===== config.mk =====
export PLATFORM = sky130hd
export DESIGN_NAME = baccarat_controller
export DESIGN_NICKNAME = d
export VERILOG_FILES = /design/src/rtl/baccarat_controller.sv
export SDC_FILE = /design/constraint.sdc
export NUM_CORES = 1
export LEC_CHECK = 0
export ABC_AREA = 1
export CORE_AREA = 2 2 39 41
export DETAILED_ROUTE_END_ITERATION = 8
export DIE_AREA = 0 0 41 43
export PLACE_DENSITY_LB_ADDON = 0.25
export SLEW_MARGIN = 10
export SYNTH_ARGS = -nofsm -noshare
export SYNTH_HDL_FRONTEND = slang
export SYNTH_SLANG_ARGS = --single-unit

===== constraint.sdc =====
create_clock -name slow_clock -period 1.2 [get_ports slow_clock]
set_input_delay 0.18 -clock slow_clock [delete_from_list [all_inputs] [get_ports slow_clock]]
set_output_delay 0.18 -clock slow_clock [all_outputs]
set_load 0.005 [all_outputs]

===== src/rtl/baccarat_controller.sv =====
// Punto banco round sequencer: steps the card datapath through the deal,
// applies the third-card rules and decodes the win lights once the round ends.
module baccarat_controller #(
  parameter logic [3:0] NATURAL_MIN = 4'd8,
  parameter logic [3:0] STAND_MIN   = 4'd6
) (
  input  logic       slow_clock,
  input  logic       resetb,
  input  logic [3:0] pscore_out,
  input  logic [3:0] dscore_out,
  input  logic [3:0] pcard3_out,
  output logic       load_pcard1,
  output logic       load_pcard2,
  output logic       load_pcard3,
  output logic       load_dcard1,
  output logic       load_dcard2,
  output logic       load_dcard3,
  output logic       player_win_light,
  output logic       dealer_win_light,
  output logic       round_done
);

  localparam logic [3:0] S_DEAL_P1 = 4'd0;
  localparam logic [3:0] S_DEAL_D1 = 4'd1;
  localparam logic [3:0] S_DEAL_P2 = 4'd2;
  localparam logic [3:0] S_DEAL_D2 = 4'd3;
  localparam logic [3:0] S_EVAL    = 4'd4;
  localparam logic [3:0] S_DEAL_P3 = 4'd5;
  localparam logic [3:0] S_EVAL_B  = 4'd6;
  localparam logic [3:0] S_DEAL_D3 = 4'd7;
  localparam logic [3:0] S_RESULT  = 4'd8;

  logic [3:0] r_state;
  logic [3:0] w_stateNext;
  logic [3:0] w_thirdValue;
  logic       w_natural;
  logic       w_playerDraws;
  logic       w_bankerStandDraw;
  logic       w_bankerDraws;

  // Face cards and tens count as zero toward the banker's drawing decision.
  assign w_thirdValue      = (pcard3_out >= 4'd10) ? 4'd0 : pcard3_out;
  assign w_natural         = (pscore_out >= NATURAL_MIN) || (dscore_out >= NATURAL_MIN);
  assign w_playerDraws     = (pscore_out < STAND_MIN);
  assign w_bankerStandDraw = (dscore_out < STAND_MIN);

  always_comb begin
    w_bankerDraws = 1'b0;
    case (dscore_out)
      4'd0, 4'd1, 4'd2: w_bankerDraws = 1'b1;
      4'd3:             w_bankerDraws = (w_thirdValue != 4'd8);
      4'd4:             w_bankerDraws = (w_thirdValue >= 4'd2) && (w_thirdValue <= 4'd7);
      4'd5:             w_bankerDraws = (w_thirdValue >= 4'd4) && (w_thirdValue <= 4'd7);
      4'd6:             w_bankerDraws = (w_thirdValue >= 4'd6) && (w_thirdValue <= 4'd7);
      default:          w_bankerDraws = 1'b0;
    endcase
  end

  always_comb begin
    w_stateNext = r_state;
    case (r_state)
      S_DEAL_P1: w_stateNext = S_DEAL_D1;
      S_DEAL_D1: w_stateNext = S_DEAL_P2;
      S_DEAL_P2: w_stateNext = S_DEAL_D2;
      S_DEAL_D2: w_stateNext = S_EVAL;
      S_EVAL: begin
        if (w_natural)              w_stateNext = S_RESULT;
        else if (w_playerDraws)     w_stateNext = S_DEAL_P3;
        else if (w_bankerStandDraw) w_stateNext = S_DEAL_D3;
        else                        w_stateNext = S_RESULT;
      end
      S_DEAL_P3: w_stateNext = S_EVAL_B;
      S_EVAL_B:  w_stateNext = w_bankerDraws ? S_DEAL_D3 : S_RESULT;
      S_DEAL_D3: w_stateNext = S_RESULT;
      S_RESULT:  w_stateNext = S_RESULT;
      default:   w_stateNext = S_DEAL_P1;
    endcase
  end

  always_ff @(posedge slow_clock or posedge resetb) begin
    if (resetb) r_state <= S_DEAL_P1;
    else        r_state <= w_stateNext;
  end

  // Outputs are gated by reset so nothing (not even load_pcard1) shows while held.
  always_comb begin
    load_pcard1      = 1'b0;
    load_dcard1      = 1'b0;
    load_pcard2      = 1'b0;
    load_dcard2      = 1'b0;
    load_pcard3      = 1'b0;
    load_dcard3      = 1'b0;
    player_win_light = 1'b0;
    dealer_win_light = 1'b0;
    round_done       = 1'b0;
    if (!resetb) begin
      case (r_state)
        S_DEAL_P1: load_pcard1 = 1'b1;
        S_DEAL_D1: load_dcard1 = 1'b1;
        S_DEAL_P2: load_pcard2 = 1'b1;
        S_DEAL_D2: load_dcard2 = 1'b1;
        S_DEAL_P3: load_pcard3 = 1'b1;
        S_DEAL_D3: load_dcard3 = 1'b1;
        S_RESULT: begin
          round_done       = 1'b1;
          player_win_light = (pscore_out >= dscore_out);
          dealer_win_light = (dscore_out >= pscore_out);
        end
        default: ;
      endcase
    end
  end

endmodule


==> results of run 1 <==
## cell usage after synthesis (all sizes together)
master	n	share of area (%)
a21boi	1	1.5
a21oi	1	1.0
dfrtp	4	20
ha	4	10
inv	20	15
nand2	24	18
nand3	11	13
nor2	12	10
nor3	4	4.0
o21a	1	1.5
o21ai	1	1.0
o22a	1	1.7
o22ai	1	1.2
or2	1	1.7
## metal layers
layer	track usage [%]	vias up	share of wire, %
met3	1.571	5	2.8
met5	0	-	0
met4	8.667	0	1.6
li1	-	380	-
met1	30.29	393	40
met2	48.13	22	56
## power by group
group | internal [mW] | switching (mW)
Sequential | 0.200 | 0.0806
Combinational | 0.879 | 0.830
Clock | 0.111 | 0.0454
## repair_timing
action | CTS | global route
endpoints found under the setup margin | 12 | 13
buffers inserted | 13 | 6
gates resized for setup | 90 | 22
hold buffers | 0 | 0
pin swaps | 19 | 14
## placed cells by master (no fill, tap or decap), types with 4 or more instances in the layout
master	Yosys	routed
nor2_2	3	5
nand2_4	0	4
buf_6	0	9
nand3_1	9	4
buf_4	0	21
dfrtp_1	4	4
nand3_4	0	4
clkdlybuf4s50_1	0	4
buf_2	0	9
nor3_2	0	4
nand2_1	24	17
nor2_4	0	4
inv_1	19	13
dlygate4sd2_1	0	4
inv_2	1	6
## final cells by class
type,instances,area [um2]
clock buffer,3,22.52
fill,77,207.7
inverter,20,77.57
tap,16,20.02
multi-input combinational,62,529.3
timing repair buffer,52,426.7
sequential,4,100.1
## worst max-delay path, stage by stage
cell	delay, ns
dlygate4sd2_1	0.26
ha_1	0.29
nand2_1	0.09
inv_2	0.05
o21ai_2	0.06
buf_4	0.12
nand2_1	0.05
a21boi_2	0.12
buf_2	0.12
## cells by family after synthesis
| group | Yosys count | share of synthesized area, % |
|---|---|---|
| flip-flops | 4 | 19.95 |
| buffers and inverters | 20 | 14.96 |
| AND/OR/NAND/NOR | 52 | 47.13 |
| AO/OA/AOI/OAI | 6 | 7.980 |
| adder cells (fa/ha/maj) | 4 | 9.975 |
## path summary, 6_finish.rpt
check	end	slack, ns	cells past startpoint
max	player_win_light	-0.32	9
max in group asynchronous	r_state[2]$_DFF_PP0_	0.80	3
max reg2reg	r_state[1]$_DFF_PP0_	-0.19	8
min in group slow_clock	r_state[1]$_DFF_PP0_	0.48	5
min reg2reg	r_state[0]$_DFF_PP0_	0.82	4
min	r_state[0]$_DFF_PP0_	0.30	3
## per-stage QoR
| step | utilization (%) | area [um2] |
|---|---|---|
| CTS | 79.57 | 1101 |
| floorplan | - | 501.7 |
| finish | 84.99 | 1176 |
| global placement | 64.47 | 892.1 |
| global route | 84.99 | 1176 |
| detailed placement | 64.47 | 892.1 |
==> flow_summary.ini, run 1 <==
[global_route]
grt_max_degree = 6
grt_pass1_vias = 804
grt_usage_pct = 26.51
grt_pass1_wl_mm = 3.298
overflow = 0
antenna_found_initial = 0

[cts]
cts_buffers = 3
htree_levels = 1
clk_pin_slew_ns = 0.03
max-clock-path-buffers = 2
clock_sinks = 4
cts_tree = done
clock_latency_ns = 0.23
cts_root_buffer = clkbuf_4

[yosys]
synthesis.area_um2 = 501.7
synth_cell_types = 17
synth_fp_nets = 104
synth_area_per_cell_um2 = 5.834
yosys_warnings = 0
synth-seq-area-share_pct = 19.95
yosys_register_bits = 4
syn_inst = 86

[sta]
post-route-min-period_ns = 1.515
fin_hold_ws_ns = 0.3020
setup_viol = 12
setup_tns_ns = -2.255
fmax_ghz = 0.6601
worst_clock_skew_ns = 0.0004574
hold_viol = 0
slew_violations = 0
fin_crit_sh_pct = 126.3
tightest_slew_ns = 0.3108
worst_slack_ns = -0.3150
rsz0062_at_grt = true
relSlewSlack_pct = 79.28

[finish]
stdcell_count = 157
largest-register = r_state
top_regs = r_state: 4 flops
final_net_count = 161
diodes = 0
drive_gt1_share_pct = 61.70
largest_reg_flops = 4
area_delta_synth_final_pct = 134.4

[floorplanning]
placementRows = 14
die_area_mm2 = 0.001763
core_area_mm2 = 0.001384
io_pins = 23
dieWidth_um = 41
initial_core_util_pct = 36.26
die_h_um = 43

[place]
portBuffers = 22
gp_congestion = 0.8510
dp_hpwl_mm = 1.269
placed_cells = 144
dp_slack_ns = -0.9969

[run_status]
status = finished with violations
failed_checks = negative setup slack

[power]
p_leak_nw = 0.6245
ir_drop_mv = 1.928
power_density_mw_per_mm2 = 1825
finalPower_mw = 2.147

[routing]
vias = 800
vias_per_cell = 5.096
dr.pass1.iters = 4
avgRoutedWirePerCell_um = 15.02
routed_wl_mm = 2.358
drc_errors = 0
ant_nets = 0
drt_iter0_drc = 9

[worst_setup_path]
startpoint = dscore_out[2]
reg2reg_from = r_state[0]$_DFF_PP0_
critPathMaxFanout = 2
cp.required_ns = 1.02
startpoint_type = input pin
endpoint_kind = output pin
critPathArrivalTime_ns = 1.34
critical_path_class = in -> out

[hold_path]
hold_class = in -> async

[run]
cap_viol_max_count = 0
Note: power is estimated with default switching activity, not from simulation.
==> run 2, diff against run 1 <==
--- a/config.mk
+++ b/config.mk
@@ -7,6 +7,7 @@
 export LEC_CHECK = 0
 export ABC_AREA = 1
 export CORE_AREA = 2 2 39 41
+export CTS_BUF_LIST = sky130_fd_sc_hd__clkbuf_4
 export DETAILED_ROUTE_END_ITERATION = 8
 export DIE_AREA = 0 0 41 43
 export PLACE_DENSITY_LB_ADDON = 0.25
==> results of run 2 <==
The final DEF is identical to that of run 1; final timing and power are the same.
==> run 3, diff against run 2 <==
--- a/config.mk
+++ b/config.mk
@@ -5,7 +5,6 @@
 export SDC_FILE = /design/constraint.sdc
 export NUM_CORES = 1
 export LEC_CHECK = 0
-export ABC_AREA = 1
 export CORE_AREA = 2 2 39 41
 export CTS_BUF_LIST = sky130_fd_sc_hd__clkbuf_4
 export DETAILED_ROUTE_END_ITERATION = 8
==> flow_summary.ini, run 3 <==
[floorplanning]
initial_core_util_pct = 35.90
placementRows = 14
core_area_mm2 = 0.001384
die_h_um = 43
io_pins = 23
die_area_mm2 = 0.001763
dieWidth_um = 41

[worst_setup_path]
slowest_delay_ns = 0.38
critical_path_class = reg -> out
endpoint_kind = output pin
r2r_slack_ns = -0.08
crit_buf_inv = 3
critPathMaxFanout = 2
cp-endpoint = player_win_light
startpoint = r_state[2]$_DFF_PP0_
crit_cells = 6
cp_top_family = buffers and inverters
slowest_stage = dfrtp_1
startpoint_type = flip-flop
r2r_cells = 5
timing.rr.end = r_state[3]$_DFF_PP0_
path_cells = nor2_2 -> buf_4 -> nand3_4 -> buf_6 -> o31ai_4 -> buf_2
critPathArrivalTime_ns = 1.40
cp.required_ns = 1.02
reg2reg_from = r_state[0]$_DFF_PP0_

[cts]
htree_levels = 1
cts_root_buffer = clkbuf_4
cts_hold_buf = 0
clock_latency_ns = 0.23
clk_pin_slew_ns = 0.03
clock_sinks = 4
max-clock-path-buffers = 2
cts_buffers = 3
cts_tree = done

[sta]
relSlewSlack_pct = 81.03
worst_slack_ns = -0.3757
hold_viol = 0
rsz0062_at_grt = true
worst_clock_skew_ns = 0.001092
setup_tns_ns = -2.265
fin_crit_sh_pct = 131.3
setup_viol = 13
fmax_ghz = 0.6346
slew_violations = 0
post-route-min-period_ns = 1.576
tightest_slew_ns = 0.2839
fin_hold_ws_ns = 0.1328

[finish]
seq_area_um2 = 100.1
multi_input_area_um2 = 523.0
final_common_cell = buf_4
diodes = 0
post-route-cell-area_mm2 = 0.001169
drive_gt1_share_pct = 66.67
largest_reg_flops = 4
final_net_count = 140
num-fill-cells = 88
top_regs = r_state: 4 flops
mostFrequentLayoutCells = buf_4, buf_6, buf_2
area_delta_synth_final_pct = 135.3
largest-register = r_state

[routing]
drc_errors = 0
avgRoutedWirePerCell_um = 13.38
routed_wl_mm = 1.819
dr.pass1.iters = 4
ant_nets = 0
vias_per_cell = 5.353
vias = 728
drt_iter0_drc = 6

[yosys]
synth_simple_gate_area_share_pct = 36.78
synthesis.area_um2 = 496.7
synthArstFlopShare_pct = 100.0
muxShareOfSynthArea_pct = 0
syn_inst = 65
synth-seq-area-share_pct = 20.15
synth_top_area_share_pct = 20.15
synth_top_area_cell = dfrtp_1
yosys_warnings = 0
synth_area_per_cell_um2 = 7.642
synth_xor_area_share_pct = 0
yosys_register_bits = 4
ys.flop_type = dfrtp_1
synth_top_cells_by_count = inv_1, nor2_1, nand2_1
synthTopCellsByArea = dfrtp_1, ha_1, inv_1
synth_fa_ha_area_share_pct = 10.08
synth_top_family_by_area = simple AND/OR/NAND/NOR gates
synth_compound_area_share_pct = 25.19
synth_edf_count = 0
synth_cell_types = 33
synth_fp_nets = 83

[power]
power_density_mw_per_mm2 = 1732
finalPower_mw = 2.024
p_leak_nw = 0.5671
ir_drop_mv = 1.064

[global_route]
antenna_found_initial = 0
grt_usage_pct = 24.50
grt_pass1_vias = 759
grt_max_degree = 10
grt_pass1_wl_mm = 2.994
overflow = 0

[run_status]
failed_checks = negative setup slack
status = finished with violations

[place]
postPlaceCellArea_um2 = 869.6
gp_congestion = 0.7800
portBuffers = 22
dp_hpwl_mm = 1.151

[hold_path]
hold_class = in -> async

[run]
cap_viol_max_count = 0
## run 3: per-stage QoR
stage          cells  setup slack, ns  util, %
5_1_grt          136          -0.4324    84.45
2_1_floorplan     65          -0.1182        -
3_3_place_gp     117           -1.157    62.84
4_1_cts          134          -0.3651    79.11
6_report         136          -0.3757    84.45
3_5_place_dp     117           -1.191    62.84
## run 3: how the worst min path moves through the flow
stage,slack [ns],end,cells past startpoint,from
6_report,0.13,r_state[2]$_DFF_PP0_,3,resetb
5_1_grt,0.15,r_state[2]$_DFF_PP0_,3,resetb
4_1_cts,0.13,r_state[1]$_DFF_PP0_,3,resetb
3_5_place_dp,0.54,r_state[1]$_DFF_PP0_,3,resetb
3_3_place_gp,0.53,r_state[2]$_DFF_PP0_,3,resetb
2_1_floorplan,-0.05,r_state[0]$_DFF_PP0_,1,resetb
## run 3: metal layers
layer / wire [um] / track usage [%] / part of all wire [%]
met2: 1010 / 48.13 / 56
met3: 78 / 3.665 / 4.3
met5: 0 / 0 / 0
met1: 674 / 23.15 / 37
met4: 56 / 7.333 / 3.1
## run 3: report_power, final
| part | switching (mW) | internal, mW | leakage [nW] | total, mW |
|---|---|---|---|---|
| combinational | 0.711 | 0.897 | 0.503 | 1.61 |
| clock | 0.0486 | 0.111 | 0.0138 | 0.160 |
| sequential | 0.0538 | 0.202 | 0.0505 | 0.256 |
## run 3: timing repair
action | 4_1_cts | 5_1_grt
buffers inserted | 14 | 5
endpoints found under the setup margin | 13 | 13
pin swaps | 22 | 12
endpoints found under the hold margin | 0 | 0
gates resized for setup | 96 | 19
## run 3: worst min-delay path, stage by stage
cell and delay [ns]:
dlygate4sd2_1 0.25, buf_4 0.15, inv_1 0.13
## run 3: final cells by class
class,instances,share of cell area (%)
Clock buffer,3,1.927
Inverter,7,2.891
Multi-Input combinational cell,51,44.75
Tap cell,16,1.713
Sequential cell,4,8.565
Timing Repair Buffer,55,40.15
## run 3: logic make-up after synthesis
| group | Yosys count |
|---|---|
| buffers and inverters | 10 |
| AO/OA/AOI/OAI | 14 |
| AND/OR/NAND/NOR | 33 |
| flip-flops | 4 |
| adder cells (fa/ha/maj) | 4 |
